<file path="config.mk">
export PLATFORM = sky130hd
export DESIGN_NAME = usb_tx
export DESIGN_NICKNAME = d
export VERILOG_FILES = /design/src/rtl/usb_pkg.sv /design/src/rtl/usb_sync_fifo.sv /design/src/rtl/usb_tx.sv
export SDC_FILE = /design/constraint.sdc
export NUM_CORES = 1
export LEC_CHECK = 0
export CAP_MARGIN = 15
export CORE_MARGIN = 2
export CORE_UTILIZATION = 35
export DETAILED_ROUTE_END_ITERATION = 10
export HOLD_SLACK_MARGIN = 0.1
export PLACE_DENSITY = 0.52
export SETUP_SLACK_MARGIN = 0.1
export SLEW_MARGIN = 30
export SYNTH_ARGS = -nofsm -noshare
export SYNTH_HDL_FRONTEND = slang
export SYNTH_SLANG_ARGS = --single-unit
export TNS_END_PERCENT = 5
</file>
<file path="constraint.sdc">
create_clock -name clk -period 9.28 [get_ports clk]
set_input_delay 0.928 -clock clk [delete_from_list [all_inputs] [get_ports clk]]
set_output_delay 0.928 -clock clk [all_outputs]
set_load 0.02 [all_outputs]
</file>
<file path="src/rtl/usb_pkg.sv">
// Shared definitions for the FT245 USB FIFO interface: FSM state encoding,
// bus active levels and default write-cycle timing.
package usb_pkg;

  // Write-cycle FSM states (3-bit encoding)
  localparam logic [2:0] ST_IDLE    = 3'd0;
  localparam logic [2:0] ST_SETUP   = 3'd1;
  localparam logic [2:0] ST_STROBE  = 3'd2;
  localparam logic [2:0] ST_HOLD    = 3'd3;
  localparam logic [2:0] ST_RECOVER = 3'd4;

  // FT245 active levels: WR latches on its falling edge, TXE# low means room
  localparam logic WR_ACTIVE    = 1'b1;
  localparam logic TXE_HAS_ROOM = 1'b0;

  // Default geometry and timing, in clk cycles
  localparam int DEF_DEPTH      = 16;
  localparam int DEF_SETUP_CYC  = 2;
  localparam int DEF_STROBE_CYC = 4;
  localparam int DEF_HOLD_CYC   = 1;
  localparam int DEF_RECOV_CYC  = 4;

  // Down-counter load value for a phase lasting cyc cycles
  function automatic logic [7:0] cnt_load(input int cyc);
    return 8'(cyc - 1);
  endfunction

endpackage

</file>
<file path="src/rtl/usb_sync_fifo.sv">
// Small synchronous FIFO with combinational head. A byte written on one edge
// is visible at the head only after that edge, so it can be popped one edge
// later at the earliest. Shared by the transmit and receive paths.
module usb_sync_fifo #(
  parameter int WIDTH = 8,
  parameter int DEPTH = 16
) (
  input  logic                     clk,
  input  logic                     rst_n,
  input  logic                     push,
  input  logic [WIDTH-1:0]         wdata,
  input  logic                     pop,
  output logic [WIDTH-1:0]         head,
  output logic [$clog2(DEPTH):0]   level,
  output logic                     full,
  output logic                     empty
);

  localparam int AW = $clog2(DEPTH);
  localparam logic [AW:0] FULL_LEVEL = (AW+1)'(DEPTH);

  logic [WIDTH-1:0] mem [DEPTH];
  logic [AW-1:0]    wr_ptr;
  logic [AW-1:0]    rd_ptr;
  logic             do_push;
  logic             do_pop;

  assign full    = (level == FULL_LEVEL);
  assign empty   = (level == '0);
  assign do_push = push && !full;
  assign do_pop  = pop && !empty;
  assign head    = mem[rd_ptr];

  // Storage write; contents are don't-care until pushed
  // NOTE: the array has no reset -- level and pointers define validity, and a resettable array would cost a mux per bit.
  always_ff @(posedge clk) begin
    if (do_push) mem[wr_ptr] <= wdata;
  end

  // Pointers wrap naturally at DEPTH (power of two); level tracks occupancy
  // NOTE: sequential state uses non-blocking assignments so every flop samples pre-edge values.
  always_ff @(posedge clk or negedge rst_n) begin
    if (!rst_n) begin
      wr_ptr <= '0;
      rd_ptr <= '0;
      level  <= '0;
    end else begin
      if (do_push) wr_ptr <= wr_ptr + 1'b1;
      if (do_pop)  rd_ptr <= rd_ptr + 1'b1;
      case ({do_push, do_pop})
        2'b10:   level <= level + 1'b1;
        2'b01:   level <= level - 1'b1;
        default: level <= level;
      endcase
    end
  end

endmodule

</file>
<file path="src/rtl/usb_tx.sv">
// FT245 write-side transmitter: buffers bytes from the core and runs paced
// write cycles (setup, WR strobe, hold, recovery) on the shared data bus.
// The parent owns the tristate: d = d_oe ? d_out : 'z.
module usb_tx
  import usb_pkg::*;
#(
  parameter int DEPTH      = DEF_DEPTH,
  parameter int SETUP_CYC  = DEF_SETUP_CYC,
  parameter int STROBE_CYC = DEF_STROBE_CYC,
  parameter int HOLD_CYC   = DEF_HOLD_CYC,
  parameter int RECOV_CYC  = DEF_RECOV_CYC
) (
  input  logic                   clk,
  input  logic                   rst_n,
  input  logic [7:0]             in_data,
  input  logic                   in_valid,
  output logic                   in_ready,
  input  logic                   txe,
  input  logic                   rx_busy,
  output logic                   wr,
  output logic [7:0]             d_out,
  output logic                   d_oe,
  output logic                   busy,
  output logic [$clog2(DEPTH):0] level
);

  logic [2:0] state;
  logic [7:0] cnt;
  logic       txe_meta;
  logic       txe_s;
  logic [7:0] fifo_head;
  logic       fifo_full;
  logic       fifo_empty;
  logic       start;

  // A new cycle starts only from IDLE; txe/rx_busy are not looked at elsewhere,
  // so a started byte always runs to completion.
  assign start    = (state == ST_IDLE) && !fifo_empty &&
                    (txe_s == TXE_HAS_ROOM) && !rx_busy;
  assign in_ready = rst_n && !fifo_full;
  assign busy     = (state != ST_IDLE);

  usb_sync_fifo #(
    .WIDTH (8),
    .DEPTH (DEPTH)
  ) u_fifo (
    .clk   (clk),
    .rst_n (rst_n),
    .push  (in_valid),
    .wdata (in_data),
    .pop   (start),
    .head  (fifo_head),
    .level (level),
    .full  (fifo_full),
    .empty (fifo_empty)
  );

  // Two-flop synchroniser for TXE#; resets to "device full"
  always_ff @(posedge clk or negedge rst_n) begin
    if (!rst_n) begin
      txe_meta <= 1'b1;
      txe_s    <= 1'b1;
    end else begin
      txe_meta <= txe;
      txe_s    <= txe_meta;
    end
  end

  // Write-cycle sequencer: one shared down-counter times every phase
  always_ff @(posedge clk or negedge rst_n) begin
    if (!rst_n) begin
      state <= ST_IDLE;
      cnt   <= '0;
      wr    <= ~WR_ACTIVE;
      d_oe  <= 1'b0;
      d_out <= 8'h00;
    end else begin
      case (state)
        ST_IDLE: begin
          if (start) begin
            d_out <= fifo_head;
            d_oe  <= 1'b1;
            cnt   <= cnt_load(SETUP_CYC);
            state <= ST_SETUP;
          end
        end
        ST_SETUP: begin
          if (cnt == 8'd0) begin
            wr    <= WR_ACTIVE;
            cnt   <= cnt_load(STROBE_CYC);
            state <= ST_STROBE;
          end else begin
            cnt <= cnt - 1'b1;
          end
        end
        ST_STROBE: begin
          if (cnt == 8'd0) begin
            wr    <= ~WR_ACTIVE;
            cnt   <= cnt_load(HOLD_CYC);
            state <= ST_HOLD;
          end else begin
            cnt <= cnt - 1'b1;
          end
        end
        ST_HOLD: begin
          if (cnt == 8'd0) begin
            d_oe  <= 1'b0;
            cnt   <= cnt_load(RECOV_CYC);
            state <= ST_RECOVER;
          end else begin
            cnt <= cnt - 1'b1;
          end
        end
        ST_RECOVER: begin
          if (cnt == 8'd0) state <= ST_IDLE;
          else             cnt   <= cnt - 1'b1;
        end
        default: state <= ST_IDLE;
      endcase
    end
  end

endmodule

</file>
==> impl_metrics.yaml <==
status:
  status: "completed"
setup_path:
  r2r_slack_ns: 5.63
  crit_path_start_kind: "flip-flop"
  required_ns: 9.62
  end_kind: "flip-flop"
  criticalPathCategory: "flip-flop to flip-flop"
  cp_max_fo: 28
  arrival_ns: 3.99
  reg2reg_depth: 11
cts:
  cts_hold_buf: 0
  cts_tree: "done"
  worstSkewPairLatency_ns: 0.42
  post_cts_buffers: 0
  cts_max_level: 4
  postCtsResizedCells: 0
  cts_num_sinks: 164
  clk_path_buf_depth: 2
  clock-root-buffer: "clkbuf_16"
  numCtsBuffers: 17
  clkTransAtPathRegs_ns: 0.06
worst_hold_path:
  hold_path_depth: 0
  hold_path.class: "flip-flop to flip-flop"
layout:
  insertedDiodeCount: 0
  instances_no_fill: 725
  layout_commonest_cell: "edfxtp_1"
  area_growth_pct: 16.3
  final_cell_mix: "128 x edfxtp_1, 33 x dfrtp_1, 32 x mux4_2"
  drive_above_1_share_pct: 20.7
  final_nets: 471
  multiInputGateArea_mm2: 0.00199
  fillers: 1771
  final_area_mm2: 0.00798
  seq_area_mm2: 0.00475
route:
  drc_errors: 0
  drtIter0Drc: 299
  wire_per_inst_um: 19.7
  ant_nets: 0
  drt_wl_total_um: 14200
  vias: 3701
  first_pass_iters: 4
  viasPerCell: 5.10
sta:
  period_needed_ns: 3.65
  max_freq_ghz: 0.274
  rsz0062_at_grt: "no"
  tightest_slew_ns: 0.932
  slew_violations: 0
  min_period_over_period_pct: 39.4
  slew_headroom_pct: 37.7
  setup_viol: 0
  finClkSkew_ns: 0.00989
  finalSetupTns_ns: 0
  finalHoldViolCount: 0
floorplanning:
  design.core.area_mm2: 0.0193
  rows: 51
  start_util_pct: 35.5
  die_y_um: 144
  die-area_mm2: 0.0208
  pin_count: 30
  die_x_um: 144
place:
  dp.cells: 693
  place_congestion: 0.854
  hpwl_um: 8810
  portBuffers: 29
  dpl_cell_area_mm2: 0.00743
global_routing:
  grtUsageTotal_pct: 14.6
  grt_max_degree: 38
  grt_pass1_wl_um: 21700
  grt_pass1_vias: 3739
  overflow: 0
  antenna_found_initial: 0
power:
  fin_total_pwr_w: 0.00247
  seqPwrFrac_pct: 42.7
  p_per_area_mw_per_mm2: 309
  pwr-share-comb_pct: 30.7
  peakVddDrop_v: 0.000164
  power.internal_w: 0.00163
  power.switching_w: 0.000837
  leakagePower_nw: 2.66
  p_sw_share_pct: 33.9
  clkPwrFrac_pct: 26.5
yosys:
  syn_area_per_cell_um2: 16.4
  synthCells: 418
  synth_compound_area_share_pct: 7.23
  synth_top_cell_by_area: "edfxtp_1"
  ys_seq_elements: 164
  synthMuxAreaShare_pct: 12.1
  synth.yosys.seq_area_share_pct: 69.1
  synth_edf_count: 128
  syn_area_mm2: 0.00687
  synth.area.top_cells: "edfxtp_1 56%, dfrtp_1 12%, mux4_2 10%, ha_1 2.0%, mux2_2 1.6%"
  synthAdderAreaFrac_pct: 2.00
  synthFlopType: "edfxtp_1"
  ys_warn_count: 0
  async_flop_share_pct: 22.0
  yosys.area_share.simple_pct: 5.48
  synthXorXnorAreaFrac_pct: 2.04
  synth_top_area_share_pct: 56.0
  synthDistinctLibCells: 51
  synth_top_family_by_area: "multiplexers"
  synth.net_count: 442
job:
  drv_cap: 0
-- layer usage --
metal	GRT usage [%]	routed length [um]	up-vias
met1	19.5	6330	1895
met2	24.0	7120	97
met5	0	0	-
li1	-	-	1701
met3	3.84	685	8
met4	3.56	106	0
-- Yosys cell counts, types with 3 or more instances --
library cell,number
edfxtp_1,128
dfrtp_1,34
mux4_2,32
nor2_1,27
o22ai_1,17
nand2_1,16
a21oi_1,15
clkbuf_1,15
o21ai_0,15
ha_1,11
mux2_2,10
xor2_1,9
nor3_1,8
inv_1,7
xnor2_1,7
buf_2,6
nand3_1,5
a211oi_1,4
buf_1,4
nand2b_1,4
and2_1,3
o211ai_1,3
o311ai_0,3
or2_2,3
-- worst max-delay path: stages, from the launching register on --
cell       delay (ns)
dfrtp_1          0.61
or3_1            0.56
a2111oi_4        0.35
buf_4            0.35
ha_1             0.43
xor2_1           0.13
ha_1             0.23
o21a_1           0.19
o221a_2          0.25
o21a_1           0.17
nor3_1           0.17
xnor2_1          0.14
-- final timing paths --
check,start,endpoint
max in group asynchronous,rst_n,u_fifo.rd_ptr[0]$_DFFE_PN0P_
min reg2reg,txe_meta$_DFF_PN1_,txe_s$_DFF_PN1_
max,state[2]$_DFFE_PN0P_,u_fifo.level[4]$_DFFE_PN0P_
min in group asynchronous,rst_n,u_fifo.level[2]$_DFFE_PN0P_
max reg2reg,state[2]$_DFFE_PN0P_,u_fifo.level[4]$_DFFE_PN0P_
min,txe_meta$_DFF_PN1_,txe_s$_DFF_PN1_
-- sequential cells by signal, indices dropped and copies added, names as in the netlist --
name and count:
cnt 8, d_oe 1, d_out 8, state 3, txe_meta 1, txe_s 1, u_fifo.level 5, u_fifo.mem 128
u_fifo.rd_ptr 4, u_fifo.wr_ptr 4, wr 1
-- layout make-up --
class | count | area share [%]
sequential | 164 | 59.5
multi-input combinational | 221 | 24.9
clock inverter | 15 | 1.54
timing repair buffer | 36 | 4.23
tap | 265 | 4.15
inverter | 7 | 0.329
clock buffer | 17 | 5.33
-- cell families (layout without fill, tap and decap cells) --
family / after synthesis / in the layout
DFF: 164 / 164
and+or+nand+nor: 78 / 78
AOI/OAI and AO/OA: 74 / 74
muxes: 42 / 42
buffers and inverters: 33 / 75
xor gates and xnor gates: 16 / 16
adders and majority gates: 11 / 11
-- power groups by stage --
stage | sequential, W | clock [W] | combinational [W]
2_1_floorplan | 0.00102 | 0 | 0.000561
3_3_place_gp | 0.00106 | 0 | 0.000757
3_5_place_dp | 0.00107 | 0 | 0.000768
4_1_cts | 0.00106 | 0.000669 | 0.000770
5_1_grt | 0.00107 | 0.000704 | 0.000830
6_report | 0.00106 | 0.000654 | 0.000759
-- through the flow --
stage	setup WS [ns]	hold WS (ns)	util [%]
final	5.63	0.361	41.3
after global routing	5.41	0.370	41.3
after CTS	5.64	0.364	41.3
after detailed placement	5.49	0.352	38.4
after global placement	5.56	0.351	38.4
after floorplan	5.90	0.345	-
Note: power is estimated with default switching activity, not from simulation.
